===== src/rtl/pulpino_ctrl_pkg.sv =====
// Shared register map, CTRL bit positions and FSM encodings for the control slave.
// Latency: n/a (definitions only).
// Backpressure: n/a.
package pulpino_ctrl_pkg;

  // Byte offsets of the control register map
  localparam int unsigned ADDR_CTRL         = 'h00;
  localparam int unsigned ADDR_GIE          = 'h04;
  localparam int unsigned ADDR_IER          = 'h08;
  localparam int unsigned ADDR_ISR          = 'h0C;
  localparam int unsigned ADDR_SPI_ENABLE   = 'h10;
  localparam int unsigned ADDR_USE_QSPI     = 'h18;
  localparam int unsigned ADDR_SPI_ADDR_IDX = 'h20;
  localparam int unsigned ADDR_INSTR_NUM    = 'h28;
  localparam int unsigned ADDR_SPI_DATA_LO  = 'h30;
  localparam int unsigned ADDR_SPI_DATA_HI  = 'h34;

  // CTRL register bit indices
  localparam int CTRL_AP_START     = 0;
  localparam int CTRL_AP_DONE      = 1;
  localparam int CTRL_AP_IDLE      = 2;
  localparam int CTRL_AP_READY     = 3;
  localparam int CTRL_AUTO_RESTART = 7;

  typedef enum logic [1:0] {WRIDLE, WRDATA, WRRESP} wr_state_e;
  typedef enum logic       {RDIDLE, RDDATA}         rd_state_e;

  // Merge write data into an existing 32-bit word under byte enables
  function automatic logic [31:0] apply_wstrb(input logic [31:0] old_val,
                                              input logic [31:0] wdat,
                                              input logic [3:0]  strb);
    logic [31:0] res;
    res = old_val;
    for (int i = 0; i < 4; i++) begin
      if (strb[i]) res[8*i +: 8] = wdat[8*i +: 8];
    end
    return res;
  endfunction

endpackage


===== src/rtl/pulpino_ctrl_s_axi_if.sv =====
// AXI4-Lite control-slave bundle (AW, W, B, AR, R channels).
// Latency: n/a (wiring only).
// Backpressure: plain valid/ready on every channel.
interface pulpino_ctrl_s_axi_if #(
  parameter int ADDR_W = 6
);
  logic              awvalid;
  logic              awready;
  logic [ADDR_W-1:0] awaddr;
  logic              wvalid;
  logic              wready;
  logic [31:0]       wdata;
  logic [3:0]        wstrb;
  logic              bvalid;
  logic              bready;
  logic [1:0]        bresp;
  logic              arvalid;
  logic              arready;
  logic [ADDR_W-1:0] araddr;
  logic              rvalid;
  logic              rready;
  logic [31:0]       rdata;
  logic [1:0]        rresp;

  modport slave (
    input  awvalid, awaddr, wvalid, wdata, wstrb, bready, arvalid, araddr, rready,
    output awready, wready, bvalid, bresp, arready, rvalid, rdata, rresp
  );

  modport master (
    output awvalid, awaddr, wvalid, wdata, wstrb, bready, arvalid, araddr, rready,
    input  awready, wready, bvalid, bresp, arready, rvalid, rdata, rresp
  );
endinterface


===== src/rtl/pulpino_ctrl_s_axi.sv =====
// AXI4-Lite control slave: ap_ctrl handshake, interrupt logic and SPI loader arguments.
// Latency: write commits on the W handshake edge, read data registered on the AR handshake edge.
// Backpressure: one transaction in flight per direction; B and R are held until bready/rready.
module pulpino_ctrl_s_axi
  import pulpino_ctrl_pkg::*;
#(
  parameter int C_S_AXI_ADDR_WIDTH = 6,
  parameter int C_S_AXI_DATA_WIDTH = 32
) (
  input  logic                 ap_clk,
  input  logic                 ap_rst_n,
  pulpino_ctrl_s_axi_if.slave  s_axi_control,
  output logic                 interrupt,
  output logic                 ap_start,
  input  logic                 ap_done,
  input  logic                 ap_ready,
  input  logic                 ap_idle,
  output logic                 spi_enable,
  output logic                 use_qspi,
  output logic [31:0]          spi_addr_idx,
  output logic [31:0]          instr_num,
  output logic [63:0]          spi_data
);

  localparam int AW = C_S_AXI_ADDR_WIDTH;
  // Word-align every address: the two byte-select bits carry no meaning here
  localparam logic [AW-1:0] WORD_MASK = ~AW'(3);

  wr_state_e                     wstate;
  rd_state_e                     rstate;
  logic                          aw_rdy, w_rdy, b_vld, ar_rdy, r_vld;
  logic [AW-1:0]                 waddr_q;
  logic [C_S_AXI_DATA_WIDTH-1:0] rdata_q;
  logic [31:0]                   rd_val;
  logic [AW-1:0]                 raddr;
  logic                          w_hs, ar_hs, ctrl_wr, isr_wr;
  logic                          auto_restart, done_flag, idle_q, ready_q, gie;
  logic [1:0]                    ier, isr;

  assign s_axi_control.awready = aw_rdy;
  assign s_axi_control.wready  = w_rdy;
  assign s_axi_control.bvalid  = b_vld;
  assign s_axi_control.bresp   = 2'b00;
  assign s_axi_control.arready = ar_rdy;
  assign s_axi_control.rvalid  = r_vld;
  assign s_axi_control.rdata   = rdata_q;
  assign s_axi_control.rresp   = 2'b00;

  assign raddr   = s_axi_control.araddr & WORD_MASK;
  assign w_hs    = s_axi_control.wvalid & w_rdy;
  assign ar_hs   = s_axi_control.arvalid & ar_rdy;
  assign ctrl_wr = w_hs && (waddr_q == AW'(ADDR_CTRL));
  assign isr_wr  = w_hs && (waddr_q == AW'(ADDR_ISR));

  // Write channel FSM: address, then data, then hold the response until accepted
  always_ff @(posedge ap_clk or negedge ap_rst_n) begin
    if (!ap_rst_n) begin
      wstate  <= WRIDLE;
      aw_rdy  <= 1'b1;
      w_rdy   <= 1'b0;
      b_vld   <= 1'b0;
      waddr_q <= '0;
    end else begin
      case (wstate)
        WRIDLE: if (s_axi_control.awvalid) begin
          waddr_q <= s_axi_control.awaddr & WORD_MASK;
          wstate  <= WRDATA;
          aw_rdy  <= 1'b0;
          w_rdy   <= 1'b1;
        end
        WRDATA: if (s_axi_control.wvalid) begin
          wstate <= WRRESP;
          w_rdy  <= 1'b0;
          b_vld  <= 1'b1;
        end
        WRRESP: if (s_axi_control.bready) begin
          wstate <= WRIDLE;
          b_vld  <= 1'b0;
          aw_rdy <= 1'b1;
        end
        default: begin
          wstate <= WRIDLE;
          aw_rdy <= 1'b1;
          w_rdy  <= 1'b0;
          b_vld  <= 1'b0;
        end
      endcase
    end
  end

  // Read channel FSM: capture the addressed register, hold it until rready
  always_ff @(posedge ap_clk or negedge ap_rst_n) begin
    if (!ap_rst_n) begin
      rstate  <= RDIDLE;
      ar_rdy  <= 1'b1;
      r_vld   <= 1'b0;
      rdata_q <= '0;
    end else begin
      case (rstate)
        RDIDLE: if (s_axi_control.arvalid) begin
          rdata_q <= rd_val;
          rstate  <= RDDATA;
          ar_rdy  <= 1'b0;
          r_vld   <= 1'b1;
        end
        RDDATA: if (s_axi_control.rready) begin
          rstate <= RDIDLE;
          r_vld  <= 1'b0;
          ar_rdy <= 1'b1;
        end
        default: begin
          rstate <= RDIDLE;
          ar_rdy <= 1'b1;
          r_vld  <= 1'b0;
        end
      endcase
    end
  end

  // Read mux; unmapped offsets return zero
  always_comb begin
    rd_val = '0;
    case (raddr)
      AW'(ADDR_CTRL): begin
        rd_val[CTRL_AP_START]     = ap_start;
        rd_val[CTRL_AP_DONE]      = done_flag;
        rd_val[CTRL_AP_IDLE]      = idle_q;
        rd_val[CTRL_AP_READY]     = ready_q;
        rd_val[CTRL_AUTO_RESTART] = auto_restart;
      end
      AW'(ADDR_GIE):          rd_val[0]   = gie;
      AW'(ADDR_IER):          rd_val[1:0] = ier;
      AW'(ADDR_ISR):          rd_val[1:0] = isr;
      AW'(ADDR_SPI_ENABLE):   rd_val[0]   = spi_enable;
      AW'(ADDR_USE_QSPI):     rd_val[0]   = use_qspi;
      AW'(ADDR_SPI_ADDR_IDX): rd_val      = spi_addr_idx;
      AW'(ADDR_INSTR_NUM):    rd_val      = instr_num;
      AW'(ADDR_SPI_DATA_LO):  rd_val      = spi_data[31:0];
      AW'(ADDR_SPI_DATA_HI):  rd_val      = spi_data[63:32];
      default:                rd_val      = '0;
    endcase
  end

  // ap_start: host sets it, kernel ap_ready retires it unless auto_restart re-arms
  always_ff @(posedge ap_clk or negedge ap_rst_n) begin
    if (!ap_rst_n) begin
      ap_start     <= 1'b0;
      auto_restart <= 1'b0;
    end else begin
      if (ctrl_wr && s_axi_control.wstrb[0] && s_axi_control.wdata[0]) ap_start <= 1'b1;
      else if (ap_ready)                                                ap_start <= auto_restart;
      if (ctrl_wr && s_axi_control.wstrb[0]) auto_restart <= s_axi_control.wdata[CTRL_AUTO_RESTART];
    end
  end

  // Sticky done flag cleared by reading CTRL; a new ap_done in the same cycle wins
  always_ff @(posedge ap_clk or negedge ap_rst_n) begin
    if (!ap_rst_n)                              done_flag <= 1'b0;
    else if (ap_done)                           done_flag <= 1'b1;
    else if (ar_hs && raddr == AW'(ADDR_CTRL))  done_flag <= 1'b0;
  end

  // Kernel idle/ready status sampled once for the CTRL view
  always_ff @(posedge ap_clk or negedge ap_rst_n) begin
    if (!ap_rst_n) begin
      idle_q  <= 1'b1;
      ready_q <= 1'b0;
    end else begin
      idle_q  <= ap_idle;
      ready_q <= ap_ready;
    end
  end

  // Interrupt enables and status; a status event beats a host toggle in the same cycle
  always_ff @(posedge ap_clk or negedge ap_rst_n) begin
    if (!ap_rst_n) begin
      gie <= 1'b0;
      ier <= 2'b00;
      isr <= 2'b00;
    end else begin
      if (w_hs && waddr_q == AW'(ADDR_GIE) && s_axi_control.wstrb[0]) gie <= s_axi_control.wdata[0];
      if (w_hs && waddr_q == AW'(ADDR_IER) && s_axi_control.wstrb[0]) ier <= s_axi_control.wdata[1:0];
      if (ap_done && ier[0])                         isr[0] <= 1'b1;
      else if (isr_wr && s_axi_control.wstrb[0])     isr[0] <= isr[0] ^ s_axi_control.wdata[0];
      if (ap_ready && ier[1])                        isr[1] <= 1'b1;
      else if (isr_wr && s_axi_control.wstrb[0])     isr[1] <= isr[1] ^ s_axi_control.wdata[1];
    end
  end

  // Registered level interrupt to the host
  always_ff @(posedge ap_clk or negedge ap_rst_n) begin
    if (!ap_rst_n) interrupt <= 1'b0;
    else           interrupt <= gie & (isr[0] | isr[1]);
  end

  // Loader argument registers, byte-enabled and visible the cycle after the W handshake
  always_ff @(posedge ap_clk or negedge ap_rst_n) begin
    if (!ap_rst_n) begin
      spi_enable   <= 1'b0;
      use_qspi     <= 1'b0;
      spi_addr_idx <= '0;
      instr_num    <= '0;
      spi_data     <= '0;
    end else if (w_hs) begin
      case (waddr_q)
        AW'(ADDR_SPI_ENABLE):   if (s_axi_control.wstrb[0]) spi_enable <= s_axi_control.wdata[0];
        AW'(ADDR_USE_QSPI):     if (s_axi_control.wstrb[0]) use_qspi   <= s_axi_control.wdata[0];
        AW'(ADDR_SPI_ADDR_IDX): spi_addr_idx <= apply_wstrb(spi_addr_idx, s_axi_control.wdata, s_axi_control.wstrb);
        AW'(ADDR_INSTR_NUM):    instr_num    <= apply_wstrb(instr_num, s_axi_control.wdata, s_axi_control.wstrb);
        AW'(ADDR_SPI_DATA_LO):  spi_data[31:0]  <= apply_wstrb(spi_data[31:0], s_axi_control.wdata, s_axi_control.wstrb);
        AW'(ADDR_SPI_DATA_HI):  spi_data[63:32] <= apply_wstrb(spi_data[63:32], s_axi_control.wdata, s_axi_control.wstrb);
        default: ;
      endcase
    end
  end

endmodule


===== src/flat_wrapper.sv =====
// flat-port wrapper written by rule: the top's interface ports become plain ports
module pulpino_ctrl_s_axi_flat import pulpino_ctrl_pkg::*;
#(
  parameter int C_S_AXI_ADDR_WIDTH = 6,
  parameter int C_S_AXI_DATA_WIDTH = 32
)
  (ap_clk, ap_rst_n, interrupt, ap_start, ap_done, ap_ready, ap_idle, spi_enable, use_qspi, spi_addr_idx, instr_num, spi_data, s_axi_control_awvalid, s_axi_control_awaddr, s_axi_control_wvalid, s_axi_control_wdata, s_axi_control_wstrb, s_axi_control_bready, s_axi_control_arvalid, s_axi_control_araddr, s_axi_control_rready, s_axi_control_awready, s_axi_control_wready, s_axi_control_bvalid, s_axi_control_bresp, s_axi_control_arready, s_axi_control_rvalid, s_axi_control_rdata, s_axi_control_rresp);
  pulpino_ctrl_s_axi_if #(.ADDR_W(6)) s_axi_control_i ();
  input  logic ap_clk;
  input  logic ap_rst_n;
  output logic interrupt;
  output logic ap_start;
  input  logic ap_done;
  input  logic ap_ready;
  input  logic ap_idle;
  output logic spi_enable;
  output logic use_qspi;
  output logic [31:0] spi_addr_idx;
  output logic [31:0] instr_num;
  output logic [63:0] spi_data;
  input wire logic [$bits(s_axi_control_i.awvalid)-1:0] s_axi_control_awvalid;
  input wire logic [$bits(s_axi_control_i.awaddr)-1:0] s_axi_control_awaddr;
  input wire logic [$bits(s_axi_control_i.wvalid)-1:0] s_axi_control_wvalid;
  input wire logic [$bits(s_axi_control_i.wdata)-1:0] s_axi_control_wdata;
  input wire logic [$bits(s_axi_control_i.wstrb)-1:0] s_axi_control_wstrb;
  input wire logic [$bits(s_axi_control_i.bready)-1:0] s_axi_control_bready;
  input wire logic [$bits(s_axi_control_i.arvalid)-1:0] s_axi_control_arvalid;
  input wire logic [$bits(s_axi_control_i.araddr)-1:0] s_axi_control_araddr;
  input wire logic [$bits(s_axi_control_i.rready)-1:0] s_axi_control_rready;
  output wire logic [$bits(s_axi_control_i.awready)-1:0] s_axi_control_awready;
  output wire logic [$bits(s_axi_control_i.wready)-1:0] s_axi_control_wready;
  output wire logic [$bits(s_axi_control_i.bvalid)-1:0] s_axi_control_bvalid;
  output wire logic [$bits(s_axi_control_i.bresp)-1:0] s_axi_control_bresp;
  output wire logic [$bits(s_axi_control_i.arready)-1:0] s_axi_control_arready;
  output wire logic [$bits(s_axi_control_i.rvalid)-1:0] s_axi_control_rvalid;
  output wire logic [$bits(s_axi_control_i.rdata)-1:0] s_axi_control_rdata;
  output wire logic [$bits(s_axi_control_i.rresp)-1:0] s_axi_control_rresp;
  assign s_axi_control_i.awvalid = s_axi_control_awvalid;
  assign s_axi_control_i.awaddr = s_axi_control_awaddr;
  assign s_axi_control_i.wvalid = s_axi_control_wvalid;
  assign s_axi_control_i.wdata = s_axi_control_wdata;
  assign s_axi_control_i.wstrb = s_axi_control_wstrb;
  assign s_axi_control_i.bready = s_axi_control_bready;
  assign s_axi_control_i.arvalid = s_axi_control_arvalid;
  assign s_axi_control_i.araddr = s_axi_control_araddr;
  assign s_axi_control_i.rready = s_axi_control_rready;
  assign s_axi_control_awready = s_axi_control_i.awready;
  assign s_axi_control_wready = s_axi_control_i.wready;
  assign s_axi_control_bvalid = s_axi_control_i.bvalid;
  assign s_axi_control_bresp = s_axi_control_i.bresp;
  assign s_axi_control_arready = s_axi_control_i.arready;
  assign s_axi_control_rvalid = s_axi_control_i.rvalid;
  assign s_axi_control_rdata = s_axi_control_i.rdata;
  assign s_axi_control_rresp = s_axi_control_i.rresp;
  pulpino_ctrl_s_axi #(.C_S_AXI_ADDR_WIDTH(C_S_AXI_ADDR_WIDTH), .C_S_AXI_DATA_WIDTH(C_S_AXI_DATA_WIDTH)) u_core (.ap_clk(ap_clk), .ap_rst_n(ap_rst_n), .s_axi_control(s_axi_control_i), .interrupt(interrupt), .ap_start(ap_start), .ap_done(ap_done), .ap_ready(ap_ready), .ap_idle(ap_idle), .spi_enable(spi_enable), .use_qspi(use_qspi), .spi_addr_idx(spi_addr_idx), .instr_num(instr_num), .spi_data(spi_data));
endmodule

===== config.mk =====
export PLATFORM = sky130hd
export DESIGN_NAME = pulpino_ctrl_s_axi_flat
export DESIGN_NICKNAME = d
export VERILOG_FILES = /design/src/rtl/pulpino_ctrl_pkg.sv /design/src/rtl/pulpino_ctrl_s_axi_if.sv /design/src/rtl/pulpino_ctrl_s_axi.sv /design/src/flat_wrapper.sv
export SDC_FILE = /design/constraint.sdc
export NUM_CORES = 1
export LEC_CHECK = 0
export ABC_AREA = 1
export CORE_ASPECT_RATIO = 1.5
export CORE_MARGIN = 4
export CORE_UTILIZATION = 48
export DETAILED_ROUTE_END_ITERATION = 16
export GPL_ROUTABILITY_DRIVEN = 0
export PLACE_DENSITY = 0.87
export SLEW_MARGIN = 5
export SYNTH_ARGS = -nofsm -noshare
export SYNTH_HDL_FRONTEND = slang
export SYNTH_SLANG_ARGS = --single-unit

===== constraint.sdc =====
create_clock -name ap_clk -period 1.8 [get_ports ap_clk]
set_clock_uncertainty 0.2 [all_clocks]
set_input_delay 0.54 -clock ap_clk [delete_from_list [all_inputs] [get_ports ap_clk]]
set_output_delay 0.54 -clock ap_clk [all_outputs]
set_load 0.05 [all_outputs]

Word-level counts from Yosys, hierarchy flattened
Cells that the tools add are included.
{"block": "totals", "register_bits": 185, "out_inout_bits": 173, "wordCells": 152}
{"block": "op_classes", "eq_ne": 25, "muxes": 36, "bitwise_logic": 10, "reduce_logical": 44}
{"cell": "one-hot mux 24 bit (4 select lines)", "n": 1}
{"cell": "AND reduction 3 bit", "n": 22}
{"cell": "== test 4 bit, second input constant", "n": 8}
{"cell": "2-to-1 mux 1 bit", "n": 20}
{"cell": "== test 4 x 2 -> 1 bit, second input constant", "n": 4}
{"cell": "== test 4 x 3 -> 1 bit, second input constant", "n": 4}
{"cell": "logical AND 1 bit", "n": 12}
{"cell": "zero test 6 bit", "n": 2}
{"cell": "one-hot mux 3 bit (4 select lines)", "n": 1}
{"cell": "inequality test 2 bit, second input constant", "n": 5}
{"cell": "one-hot mux 1 bit (10 select lines)", "n": 1}
{"cell": "one-hot mux 2 bit (5 select lines)", "n": 1}
{"cell": "one-hot mux 1 bit (3 select lines)", "n": 3}
{"cell": "== test 4 x 1 -> 1 bit, second input constant", "n": 2}
{"cell": "nonzero test 2 bit", "n": 4}
{"cell": "one-hot mux 1 bit (7 select lines)", "n": 1}
{"cell": "2-to-1 mux 2 bit", "n": 3}
{"cell": "one-hot mux 1 bit (2 select lines)", "n": 3}
{"cell": "one-hot mux 2 bit (3 select lines)", "n": 1}
{"cell": "AND reduction 2 bit", "n": 3}
{"cell": "one-hot mux 1 bit (5 select lines)", "n": 1}
{"cell": "NOT 1 bit", "n": 4}
{"cell": "AND 1 bit", "n": 3}
{"cell": "== test 2 x 1 -> 1 bit, second input constant", "n": 1}
{"cell": "4 further kinds", "n": 5}

Logic depth before layout (Yosys ltp)
Gate-level depths: netlist (run 1).
{"block": "logic_depth", "word_depth": 5, "depth_mapped": 9, "depth_no_buf": 9}

Worst setup path before layout (run 1)
Ideal clock, no wire load.
{"block": "synth_path", "path_kind": "register to register", "start": "reg u_core.w_rdy (netlist: u_core.s_axi_control.wready)", "end": "reg u_core.instr_num[21]", "setup_ns": 0.128, "arrival_ns": 1.578, "t_required_ns": 1.472, "setup_slack_ns": -0.106, "path_stages_with_launch": 7, "period_less_slack_ns": 1.906, "path_cell_list": "dfrtp_1 nand2_1 nor2_2 nand2_1 buf_2 nand2_1 o21ai_0"}
{"block": "synth_between", "elab_chain_len": 2}
{"element": "start: declaration", "line_no": "pulpino_ctrl_s_axi.sv:31", "source": "logic aw_rdy, w_rdy, b_vld, ar_rdy, r_vld;"}
{"element": "start signal: assignment", "line_no": "pulpino_ctrl_s_axi.sv:60", "source": "w_rdy <= 1'b0;"}
{"element": "start signal: assignment", "line_no": "pulpino_ctrl_s_axi.sv:69", "source": "w_rdy <= 1'b1;"}
{"element": "start signal: assignment", "line_no": "pulpino_ctrl_s_axi.sv:73", "source": "w_rdy <= 1'b0;"}
{"element": "AND 1 bit", "line_no": "pulpino_ctrl_s_axi.sv:50", "source": "assign w_hs = s_axi_control.wvalid & w_rdy;"}
{"element": "AND reduction 3 bit (no source line)"}
{"element": "end signal: assignment", "line_no": "pulpino_ctrl_s_axi.sv:209", "source": "AW'(ADDR_INSTR_NUM): instr_num <= apply_wstrb(instr_num, s_axi_control.wdata, s_axi_control.wstrb);"}
{"element": "end: declaration", "line_no": "pulpino_ctrl_s_axi.sv:21", "source": "output logic [31:0] instr_num,"}
Every way passes these cells.
A chain may end at the register's enable or synchronous reset.

Worst setup path in the final report (run 1)
{"block": "layout_path", "start": "reg u_core.waddr_q[2]", "end": "reg u_core.spi_data[24]"}
{"block": "layout_between", "elab_chain_len": 2}
{"element": "start: declaration", "line_no": "pulpino_ctrl_s_axi.sv:32", "source": "logic [AW-1:0] waddr_q;"}
{"element": "start signal: assignment", "line_no": "pulpino_ctrl_s_axi.sv:66", "source": "waddr_q <= s_axi_control.awaddr & WORD_MASK;"}
{"element": "== test 4 bit", "line_no": "pulpino_ctrl_s_axi.sv:205", "source": "case (waddr_q)"}
{"element": "AND reduction 3 bit (no source line)"}
{"element": "end signal: assignment", "line_no": "pulpino_ctrl_s_axi.sv:210", "source": "AW'(ADDR_SPI_DATA_LO): spi_data[31:0] <= apply_wstrb(spi_data[31:0], s_axi_control.wdata, s_axi_control.wstrb) ..."}
{"element": "end: declaration", "line_no": "pulpino_ctrl_s_axi.sv:22", "source": "output logic [63:0] spi_data"}
Every way passes these cells.

==> out/metrics.csv, run 1 <==
metric,value,unit
status,"complete, but fails checks",
violations,negative setup slack,
r2r_end,u_core.spi_data[24],
path_cells,nor2_4 -> inv_2 -> nor3_4 -> buf_4 -> nand2_4 -> o21ai_0,
ys_types,29,
cts_tree,done,
critPathRequiredTime,1880,ps
power,22.9,mW
p_sw,9.96,mW
startpoint_type,flop,
yosysWarnings,0,
drtPass1Iterations,6,
critPathKind,flop to flop,
die_w,114,um
fp.dieArea,19100,um2
worst_slew_pin_slew,538,ps
fillers,711,
hp-start,u_core.s_axi_control.awready,
root_buffer,clkbuf_16,
rsz0062_at_grt,yes,
leakage,6.88,nW
worst_slack,-252,ps
drtAntennaViolNets,0,
clock_power_share,16.6,%
port_buffers,222,
grt_use_total,34.4,%
final_cell_mix,"nand2_1, buf_12, buf_4, dfrtp_1, o21ai_0",
worstRegToRegCells,6,
power.density,1590,nW/um2
final_common_cell,nand2_1,
p_sw_share,43.6,%
hp-class,flop to flop,
synth_top_area_cell,dfrtp_1,
start_util,48.8,%
synth.top_cell.area_share,56.0,%
die-height,167,um
diodes,0,
h-tree-depth,4,
pwr-share-comb,52.6,%
power.internal,12.9,mW
grt_max_degree,48,
vias_per_cell,6.01,
crit_path_end,u_core.spi_data[24],
max_stage_delay,480,ps
fp-row-count,58,
synth.area.top_cells,"dfrtp_1, nand2_1, o21ai_0, o21ai_2, inv_1",
period_share,114,%
cts_sinks,185,
min_period,2050,ps
syn_to_final_growth,76.6,%
worst_setup_path_end_kind,flop,
finalSetupViolations,57,
grt_pass1_wl,50200,um
crit_family,compound AO/OA/AOI/OAI gates,
tritoncts.num_buffers,17,
max_freq,0.487,GHz
num_vias,9207,
core_area,16700,um2
dp_hpwl,21900,um
grt_pass1_vias,9311,
io_pins,231,
wl,37100,um
synth_seq_cells,185,
setup_tns,-1720,ps
r2r_start,u_core.waddr_q[2],
arrival,2140,ps
grt_antenna_before_repair,0,
syn-instance-count,939,
avgRoutedWirePerCell,24.2,um
syn_avg_cell_area,8.67,um2
clk_pin_slew,70,ps
drc,0,
critPathLaunch,u_core.waddr_q[2],
slew_viol_final,0,
clock_latency,450,ps
cp_num_buf_inv,2,
ys_async_sr_fraction,100,%
synth-edff-count,0,
cpMaxStageDelayCell,o21ai_0,
syn_area,8140,um2
ff2ff_setup_slack,-250,ps
relSlewSlack,63.7,%
seqPwrFrac,30.7,%
drt_iter0_markers,1080,
ir_worst_vdd,1.23,mV
nNetsFinal,1367,
grt-ovfl-total,0,
path_max_fanout,16,
hold_viol,0,
ys_seq_area_share,56.9,%
drive_above_1_share,37.5,%
cp.depth,6,
synthFlopType,dfrtp_1,
cts_max_path_buffers,2,
hold_slack,293,ps
cap_violations,0,
[repair_timing]
item                                   CTS  global route
buffers inserted                        30            61
setup endpoints to repair              126           235
gates cloned                             1             0
gates resized for setup                 31            56
hold buffers                             1             0
endpoints found under the hold margin   36             0
pin swaps                                6             4
[per-stage QoR]
step	cells	util, %	cell area, um2	worst slack (ps)
2_1_floorplan	942	-	8150	82.3
3_3_place_gp	1407	77.4	12900	-503
3_5_place_dp	1407	77.4	12900	-602
4_1_cts	1470	82.7	13800	-87.0
5_1_grt	1531	86.1	14400	-344
6_report	1531	86.1	14400	-252
[worst reg2reg max path: stages (launching register included)]
cell	delay, ps
dfrtp_2	470
nor2_4	140
inv_2	70
nor3_4	190
buf_4	190
nand2_4	140
o21ai_0	490
[Yosys cell counts (all sizes together), types with 2 or more instances]
cell,count
nand2,404
dfrtp,182
o21ai,147
inv,65
nor2,37
buf,30
nand4,28
nand3,20
clkbuf,9
nor3,7
dfstp,3
a21oi,2
[power groups by stage]
stage | Clock (mW) | Combinational (mW) | Sequential, mW
after floorplan | 0 | 1.58 | 9.78
after global placement | 0 | 10.3 | 6.88
after detailed placement | 0 | 10.6 | 6.97
after CTS | 3.73 | 11.0 | 6.90
after global routing | 3.98 | 12.4 | 7.10
final | 3.80 | 12.0 | 7.03
[area by class of cell]
| class | instances | area, um2 | share of cell area [%] |
|---|---|---|---|
| clock buffers | 17 | 425 | 2.96 |
| inverters | 65 | 244 | 1.70 |
| clock inverters | 14 | 151 | 1.05 |
| well taps | 210 | 263 | 1.83 |
| flip-flops and latches | 185 | 4690 | 32.7 |
| repair buffers | 387 | 5490 | 38.2 |
| multi-input cells | 653 | 3100 | 21.6 |
[flip-flops by register name, summed over array words and instances (netlist names), 2 cells and up]
name / flops
u_core.ier: 2
u_core.instr_num: 32
u_core.isr: 2
u_core.s_axi_control.rdata: 32
u_core.spi_addr_idx: 32
u_core.spi_data: 64
u_core.waddr_q: 4
u_core.wstate: 2
[worst min path at each step]
stage	endpoint	slack [ps]	cells past startpoint
floorplan	u_core.ap_start	40	0
global placement	u_core.auto_restart	270	2
detailed placement	u_core.auto_restart	280	2
CTS	u_core.s_axi_control.awready	290	2
global route	u_core.idle_q	300	1
finish	u_core.s_axi_control.awready	290	2
[layer usage]
layer / GRT usage (%) / vias up / routed length (um)
met4: 25.2 / 0 / 3350
li1: - / 3734 / -
met2: 58.8 / 839 / 18500
met3: 8.46 / 289 / 3620
met5: 0 / - / 0
met1: 36.0 / 4345 / 11600
[kinds of logic after synthesis]
kind of cell,synth area share [%]
DFF,56.9
muxes,0.123
other,0.0461
and+or+nand+nor,25.5
AOI/OAI and AO/OA,11.1
buffers and inverters,6.27
Note: power is estimated with default switching activity, not from simulation.
==> inputs of run 2 (changes only) <==
CAP_MARGIN = 20   (was unset)
==> results of run 2 <==
Final layout, timing and power as in run 1 (identical DEF).
